--- config.mk ---
export PLATFORM = sky130hd
export DESIGN_NAME = craps_game_fsm_flat
export DESIGN_NICKNAME = d
export VERILOG_FILES = /design/src/rtl/craps_if.sv /design/src/rtl/craps_game_fsm.sv /design/src/flat_wrapper.sv
export SDC_FILE = /design/constraint.sdc
export NUM_CORES = 1
export LEC_CHECK = 0
export BUFFER_PORTS_ARGS = -buffer_cell sky130_fd_sc_hd__buf_2
export CELL_PAD_IN_SITES_DETAIL_PLACEMENT = 1
export CELL_PAD_IN_SITES_GLOBAL_PLACEMENT = 1
export CORE_MARGIN = 2
export CORE_UTILIZATION = 41
export CTS_CLUSTER_SIZE = 30
export DETAILED_ROUTE_END_ITERATION = 10
export GPL_TIMING_DRIVEN = 0
export PLACE_DENSITY_LB_ADDON = 0.3
export SETUP_SLACK_MARGIN = 0.02
export SLEW_MARGIN = 30
export SYNTH_ARGS = -nofsm -noshare
export SYNTH_HDL_FRONTEND = slang
export SYNTH_SLANG_ARGS = --single-unit
export TNS_END_PERCENT = 5
--- constraint.sdc ---
create_clock -name clk -period 5.8 [get_ports clk]
set_clock_uncertainty 0.2 [all_clocks]
set_input_delay 0.29 -clock clk [delete_from_list [all_inputs] [get_ports clk]]
set_output_delay 0.29 -clock clk [all_outputs]
set_load 0.02 [all_outputs]
--- src/rtl/craps_if.sv ---
// craps_if: dice/button inputs and game status outputs of the craps controller.
interface craps_if #(parameter int DICE_W = 3) ();
  logic              roll_btn;
  logic              new_game;
  logic [DICE_W-1:0] dice1_in;
  logic [DICE_W-1:0] dice2_in;
  logic [3:0]        sum_out;
  logic [3:0]        point_out;
  logic              point_valid;
  logic              win;
  logic              lose;
  logic              illegal_roll;
  logic [2:0]        state_out;
  logic [7:0]        roll_cnt;
  modport master (
    output roll_btn, new_game, dice1_in, dice2_in,
    input  sum_out, point_out, point_valid, win, lose, illegal_roll, state_out, roll_cnt
  );
  modport slave (
    input  roll_btn, new_game, dice1_in, dice2_in,
    output sum_out, point_out, point_valid, win, lose, illegal_roll, state_out, roll_cnt
  );
endinterface

--- src/rtl/craps_game_fsm.sv ---
// craps_game_fsm: craps rules FSM driven by synchronised roll/new-game buttons.
// Optional accepted-roll counter enabled by defining CRAPS_ROLL_COUNT_EN.
module craps_game_fsm #(
  parameter int DICE_W      = 3,
  parameter int SYNC_STAGES = 2
) (
  input logic   clk,
  input logic   rst,
  craps_if.slave bus
);
  localparam logic [2:0] IDLE = 3'd0, POINT = 3'd1, WIN = 3'd2, LOSE = 3'd3;
  logic [SYNC_STAGES-1:0] roll_sync, new_sync;
  logic roll_prev, new_prev, roll_p, new_p;
  logic [2:0] state, state_n;
  logic [3:0] sum_q, sum_n, point_q, point_n, sum;
  logic ill_q, ill_n, legal, active, accept;
  logic [7:0] cnt;
  always_ff @(posedge clk or posedge rst)
    if (rst) begin
      roll_sync <= '0;
      new_sync  <= '0;
      roll_prev <= 1'b0;
      new_prev  <= 1'b0;
    end else begin
      roll_sync <= {roll_sync[SYNC_STAGES-2:0], bus.roll_btn};
      new_sync  <= {new_sync[SYNC_STAGES-2:0], bus.new_game};
      roll_prev <= roll_sync[SYNC_STAGES-1];
      new_prev  <= new_sync[SYNC_STAGES-1];
    end
  assign roll_p = roll_sync[SYNC_STAGES-1] & ~roll_prev;
  assign new_p  = new_sync[SYNC_STAGES-1] & ~new_prev;
  always_ff @(posedge clk or posedge rst)
    if (rst) begin
      state   <= IDLE;
      sum_q   <= '0;
      point_q <= '0;
      ill_q   <= 1'b0;
    end else begin
      state   <= state_n;
      sum_q   <= sum_n;
      point_q <= point_n;
      ill_q   <= ill_n;
    end
  // Rolls only count in IDLE/POINT and only when a restart is not requested the same cycle.
  always_comb begin
    sum    = 4'(bus.dice1_in) + 4'(bus.dice2_in);
    legal  = (bus.dice1_in inside {[1:6]}) && (bus.dice2_in inside {[1:6]});
    active = roll_p && !new_p && (state == IDLE || state == POINT);
    accept = active && legal;
    ill_n  = active && !legal;
    state_n = state;
    if (new_p || state > LOSE)
      state_n = IDLE;
    else if (accept && state == IDLE)
      state_n = (sum == 4'd7 || sum == 4'd11) ? WIN :
                (sum == 4'd2 || sum == 4'd3 || sum == 4'd12) ? LOSE : POINT;
    else if (accept)
      state_n = (sum == point_q) ? WIN : (sum == 4'd7) ? LOSE : POINT;
    sum_n   = new_p ? 4'd0 : accept ? sum : sum_q;
    point_n = new_p ? 4'd0 : (accept && state == IDLE && state_n == POINT) ? sum : point_q;
  end
`ifdef CRAPS_ROLL_COUNT_EN
  always_ff @(posedge clk or posedge rst)
    if (rst)
      cnt <= '0;
    else
      cnt <= new_p ? 8'd0 : (accept && cnt != 8'hff) ? cnt + 8'd1 : cnt;
`else
  assign cnt = 8'd0;
`endif
  always_comb begin
    bus.state_out    = state;
    bus.sum_out      = sum_q;
    bus.point_out    = point_q;
    bus.point_valid  = state == POINT;
    bus.win          = state == WIN;
    bus.lose         = state == LOSE;
    bus.illegal_roll = ill_q;
    bus.roll_cnt     = cnt;
  end
endmodule

--- src/flat_wrapper.sv ---
// flat-port wrapper written by rule: the top's interface ports become plain ports
module craps_game_fsm_flat 
#(
  parameter int DICE_W      = 3,
  parameter int SYNC_STAGES = 2
)
  (clk, rst, bus_roll_btn, bus_new_game, bus_dice1_in, bus_dice2_in, bus_sum_out, bus_point_out, bus_point_valid, bus_win, bus_lose, bus_illegal_roll, bus_state_out, bus_roll_cnt);
  craps_if #(.DICE_W(DICE_W)) bus_i ();
  input logic clk;
  input logic rst;
  input wire logic [$bits(bus_i.roll_btn)-1:0] bus_roll_btn;
  input wire logic [$bits(bus_i.new_game)-1:0] bus_new_game;
  input wire logic [$bits(bus_i.dice1_in)-1:0] bus_dice1_in;
  input wire logic [$bits(bus_i.dice2_in)-1:0] bus_dice2_in;
  output wire logic [$bits(bus_i.sum_out)-1:0] bus_sum_out;
  output wire logic [$bits(bus_i.point_out)-1:0] bus_point_out;
  output wire logic [$bits(bus_i.point_valid)-1:0] bus_point_valid;
  output wire logic [$bits(bus_i.win)-1:0] bus_win;
  output wire logic [$bits(bus_i.lose)-1:0] bus_lose;
  output wire logic [$bits(bus_i.illegal_roll)-1:0] bus_illegal_roll;
  output wire logic [$bits(bus_i.state_out)-1:0] bus_state_out;
  output wire logic [$bits(bus_i.roll_cnt)-1:0] bus_roll_cnt;
  assign bus_i.roll_btn = bus_roll_btn;
  assign bus_i.new_game = bus_new_game;
  assign bus_i.dice1_in = bus_dice1_in;
  assign bus_i.dice2_in = bus_dice2_in;
  assign bus_sum_out = bus_i.sum_out;
  assign bus_point_out = bus_i.point_out;
  assign bus_point_valid = bus_i.point_valid;
  assign bus_win = bus_i.win;
  assign bus_lose = bus_i.lose;
  assign bus_illegal_roll = bus_i.illegal_roll;
  assign bus_state_out = bus_i.state_out;
  assign bus_roll_cnt = bus_i.roll_cnt;
  craps_game_fsm #(.DICE_W(DICE_W), .SYNC_STAGES(SYNC_STAGES)) u_core (.clk(clk), .rst(rst), .bus(bus_i));
endmodule
## Word level (Yosys, flattened, before mapping)

Index checks and enable logic that the tools add are counted.
W data, S select, Z words.

| cells by class | value |
|---|---|
| add/sub/neg operators | 1 |
| order comparisons | 5 |
| eq/ne operators | 10 |
| muxes and demuxes | 11 |
| bitwise logic cells | 4 |
| reduce and logical (&&, ||, !) cells | 19 |

Operators by type and width:

| kind | count |
|---|---|
| $mux W4 | 4 |
| $mux W3 | 5 |
| $logic_and A1 B1 Y1 | 9 |
| $eq A4 B2 Y1 const B | 2 |
| $eq A4 B4 Y1 const B | 2 |
| $eq A3 B1 Y1 const B | 2 |
| $eq A3 B2 Y1 const B | 2 |
| $ge A3 B1 Y1 const B | 2 |
| $le A3 B3 Y1 const B | 2 |
| $logic_or A1 B1 Y1 | 5 |
| $add A3 B3 Y4 | 1 |
| $eq A4 B3 Y1 const B | 1 |
| $eq A4 B4 Y1 | 1 |
| $mux W2 | 2 |
| $reduce_bool A2 Y1 | 2 |
| $gt A3 B2 Y1 const B | 1 |
| $logic_not A3 Y1 | 1 |
| $and A1 B1 Y1 | 2 |
| $logic_not A1 Y1 | 2 |
| $not A1 Y1 | 2 |

| storage, ports and cells | value |
|---|---|
| flip-flop bits (word level) | 18 |
| input bits | 10 |
| output and inout port bits | 23 |
| word-level logic and storage cells | 58 |

## Logic depth before layout (Yosys ltp)

| logic depth | value |
|---|---|
| word-level depth | 13 |
| mapped depth | 8 |
| mapped depth without buffers | 7 |

## Least setup slack after synthesis

Ideal clock, no wire load.

| timing path | value |
|---|---|
| path type | input -> register |
| start | input bus_dice2_in[0] |
| end | register u_core.point_q[0], in the netlist u_core.bus.point_out[0] |
| library setup time | 125 ps |
| arrival | 2274 ps |
| data required time | 5475 ps |
| setup slack | 3200 ps |
| stages | 8 |
| buffers on the path | 1 |
| path through | ha_1 fa_1 nand2_1 a2111oi_1 a21oi_1 and3_1 buf_6 mux2_4 |

| between the ends | value |
|---|---|
| longest elaborated chain between the ends | 11 |
| elaborated cells on any way between the ends | 28 |
| those cells by class | add/sub: 1; order compare: 2; eq/ne: 7; mux: 9; reduce/logical: 9 |

Ends and longest elaborated chain:

| what | line | text |
|---|---|---|
| start, declared | flat_wrapper.sv:14 | `input wire logic [$bits(bus_i.dice2_in)-1:0] bus_dice2_in;` |
| $add A3 B3 Y4 | craps_game_fsm.sv:46 | `sum = 4'(bus.dice1_in) + 4'(bus.dice2_in);` |
| $eq A4 B2 Y1 | craps_game_fsm.sv:56 | `(sum == 4'd2 \|\| sum == 4'd3 \|\| sum == 4'd12) ? LOSE : POINT;` |
| $logic_or A1 B1 Y1 (2 in a row) | craps_game_fsm.sv:56 |  |
| $mux W2 | craps_game_fsm.sv:56 |  |
| $mux W3 | craps_game_fsm.sv:55 | `state_n = (sum == 4'd7 \|\| sum == 4'd11) ? WIN :` |
| $mux W3 | craps_game_fsm.sv:54 | `else if (accept && state == IDLE)` |
| $mux W3 | craps_game_fsm.sv:52 | `if (new_p \|\| state > LOSE)` |
| $eq A3 B1 Y1 | craps_game_fsm.sv:60 | `point_n = new_p ? 4'd0 : (accept && state == IDLE && state_n == POINT) ? sum : point_q;` |
| $logic_and A1 B1 Y1 | craps_game_fsm.sv:60 |  |
| $reduce_bool A2 Y1 (no source line) | -- |  |
| end signal, assigned | craps_game_fsm.sv:41 | `point_q <= point_n;` |
| end, declared | craps_game_fsm.sv:15 | `logic [3:0] sum_q, sum_n, point_q, point_n, sum;` |

Several ways; a longest one is shown, not always the timed one. The select of a mux whose other input is x is not followed.
A chain may end at the register's enable or synchronous reset.

## Worst setup path after layout

| timing path | value |
|---|---|
| start | input bus_dice2_in[0] |
| end | register u_core.point_q[3], in the netlist u_core.bus.point_out[3] |

Same word-level chain as after synthesis.

==> results.cfg <==
[hold_path]
min_path_type = reg2reg

[drt]
ant_nets = 0
vias = 827
viasPerCell = 5.01
totalWireLength_um = 2270
drt_iter0_drc = 3
wl_per_cell_um = 13.7
drc = 0
drt-pass1-iter-count = 2

[synthesis]
synth_top_area_share_pct = 42.3
synth_edf_count = 0
synth.area.top_cells = dfrtp_1 (42%), buf_4 (5.6%), buf_6 (4.2%), mux2_4 (4.2%), mux2i_1 (3.8%)
ys_ff_latch = 18
ys_async_sr_fraction_pct = 100
ys_types = 38
ys.warnings.count = 0
syn_inst = 96
synth_largest_area_cell = dfrtp_1
yosysSeqAreaShare_pct = 42.3
syn-cell-area_um2 = 1070
synth_commonest_cells = dfrtp_1 (18), nor2_1 (9), buf_4 (8)
avgSynthCellArea_um2 = 11.1
synth_flop_cell = dfrtp_1
yosysMostFrequentCell = dfrtp_1

[worst_setup_path]
reg2reg_to = u_core.bus.point_out[3]
crit_chain = buf_2 > ha_1 > fa_1 > nand2_1 > a2111oi_1 > a21oi_1 > and3_1 > buf_6 > mux2_4
critPathTopFamily = adder cells
worstSetupEndpoint = u_core.bus.point_out[3]
crit_buf_inv = 2
cp.depth = 9
critPathMaxFanout = 6
cp_data_required_time_ns = 5.81
criticalPathCategory = in2reg
worst_ep_arrival_time_ns = 2.75
worst-r2r-cell-count = 7
crit_path_start = bus_dice2_in[0]
regToRegSetupSlack_ns = 3.51
max_stage_delay_ns = 0.66
critPathSlowestCell = fa_1
rr_startpoint = u_core.new_sync[1]
worst_setup_path_start_kind = input port
worstSetupEndpointType = flip-flop

[final_layout]
antenna_cells = 0
final_util_pct = 53.3
finalInstanceArea_um2 = 1320
drive_gt1_share_pct = 34.8
fillers = 294
nNetsFinal = 150
syn_to_final_growth_pct = 23.8

[sta]
final.min_clock_period_ns = 2.74
whs_ns = 0.156
worstMarginPinSlew_ns = 0.659
slew_violations = 0
tns_ns = 0
report.final.hold_viol_count = 0
rsz0062_at_grt = no
fmaxAchievable_mhz = 365
setup_viol_count_final = 0
period_share_pct = 47.3
relSlewSlack_pct = 56.0

[grt]
grt_pass1_wl_um = 3710
grt_pass1_vias = 793
antenna_found_initial = 0
grtUsageTotal_pct = 17.5
grt-ovfl-total = 0
grt_max_degree = 19

[power]
peakVddDrop_mv = 0.140
power_w = 0.000300
powerDensity_nw_per_um2 = 227
p_leak_nw = 0.703

[floorplan]
initial_utilization_pct = 43.0
rows = 18
die_h_um = 55.0
boundaryPins = 33
die-area_um2 = 3020
core_area_um2 = 2480
die_w_um = 55.0

[clock_tree]
numCtsBuffers = 3
cts_tree = built
clk_latency_ns = 0.31
clock_path_buffers = 2
clock-sinks = 18
clockRootBuffer = clkbuf_4
cts_setup_buffers = 0
htreeDepth = 1
clkTransAtPathRegs_ns = 0.12

[placement]
place.gp.congestion = 0.733
placed_cell_area_um2 = 1250
dp_hpwl_um = 1810
numPortBuffers = 24

[run_status]
status = completed

[flow_run]
maxCapViolCount = 0
[stage by stage]
stage | std cells | worst slack (ns)
final | 165 | 3.06
after global routing | 165 | 2.89
after detailed placement | 158 | 2.77
after global placement | 158 | 2.80
after floorplan | 104 | 3.20
after CTS | 165 | 3.09
[sequential cells by signal (all words and copies together), names as in the netlist]
register and count:
u_core.bus.point_out 4, u_core.new_sync 2, u_core.new_prev 1, u_core.bus.sum_out 4, u_core.bus.illegal_roll 1, u_core.bus.state_out 3, u_core.roll_prev 1, u_core.roll_sync 2
[cell type report]
class / instances / area, µm² / area share (%)
Sequential cell: 18 / 450 / 34.1
Buffer: 12 / 105 / 7.96
Inverter: 1 / 3.75 / 0.284
Clock buffer: 4 / 36.3 / 2.75
Multi-Input combinational cell: 73 / 537 / 40.7
Tap cell: 30 / 37.5 / 2.84
Timing Repair Buffer: 27 / 150 / 11.4
[power by group]
group          switching, W  total (W)  internal (W)
combinational     0.0000459  0.0000810     0.0000351
sequential       0.00000597   0.000139      0.000133
clock             0.0000413  0.0000797     0.0000383
total             0.0000932   0.000300      0.000207
[worst min path at each step]
| stage | depth (start not counted) | to | start | slack (ns) |
|---|---|---|---|---|
| after floorplan | 1 | u_core.bus.illegal_roll | rst | 0.03 |
| after global placement | 0 | u_core.new_sync[1] | u_core.new_sync[0] | 0.13 |
| after detailed placement | 0 | u_core.roll_sync[1] | u_core.roll_sync[0] | 0.14 |
| after CTS | 0 | u_core.roll_sync[1] | u_core.roll_sync[0] | 0.16 |
| after global routing | 0 | u_core.new_sync[1] | u_core.new_sync[0] | 0.17 |
| final | 0 | u_core.roll_sync[1] | u_core.roll_sync[0] | 0.16 |
[timing repair]
action                                  in CTS  in global routing
endpoints found under the setup margin       0                  0
hold buffers                                 3                  0
endpoints found under the hold margin       20                  0
resized for setup                            0                  0
[cells by family (layout without fill, tap and decap cells)]
family | after synthesis | count (layout) | synth area share [%]
and+or+nand+nor | 33 | 33 | 18.7
DFF | 18 | 18 | 42.3
AOI/OAI and AO/OA | 15 | 15 | 10.3
buffers and inverters | 13 | 44 | 10.2
muxes | 7 | 7 | 7.98
xor gates and xnor gates | 5 | 5 | 4.81
adders and majority gates | 4 | 4 | 5.40
other | 1 | 9 | 0.352
[layout by cell type (no fill, tap or decap), types with 2 or more instances in the layout]
cell type and count:
a21oi_1 2, buf_4 8, mux2i_1 4, clkbuf_4 3, or3_1 3, ha_1 3
conb_1 9, a211oi_1 2, nor2b_1 3, dfrtp_1 18, nor3b_1 2, xnor2_1 3
buf_2 24, nor2_1 9, mux2_4 3, buf_6 4, a21o_1 2, nand2_1 5
nand3_1 3, dlygate4sd3_1 3
[per-layer routing]
layer / vias to the layer above / track usage [%] / wire (µm)
li1: 401 / - / -
met1: 404 / 22.5 / 994
met2: 20 / 29.8 / 1160
met3: 2 / 2.42 / 79
met4: 0 / 6.91 / 31
met5: - / 0 / 0
(Power assumes the default switching activity.)
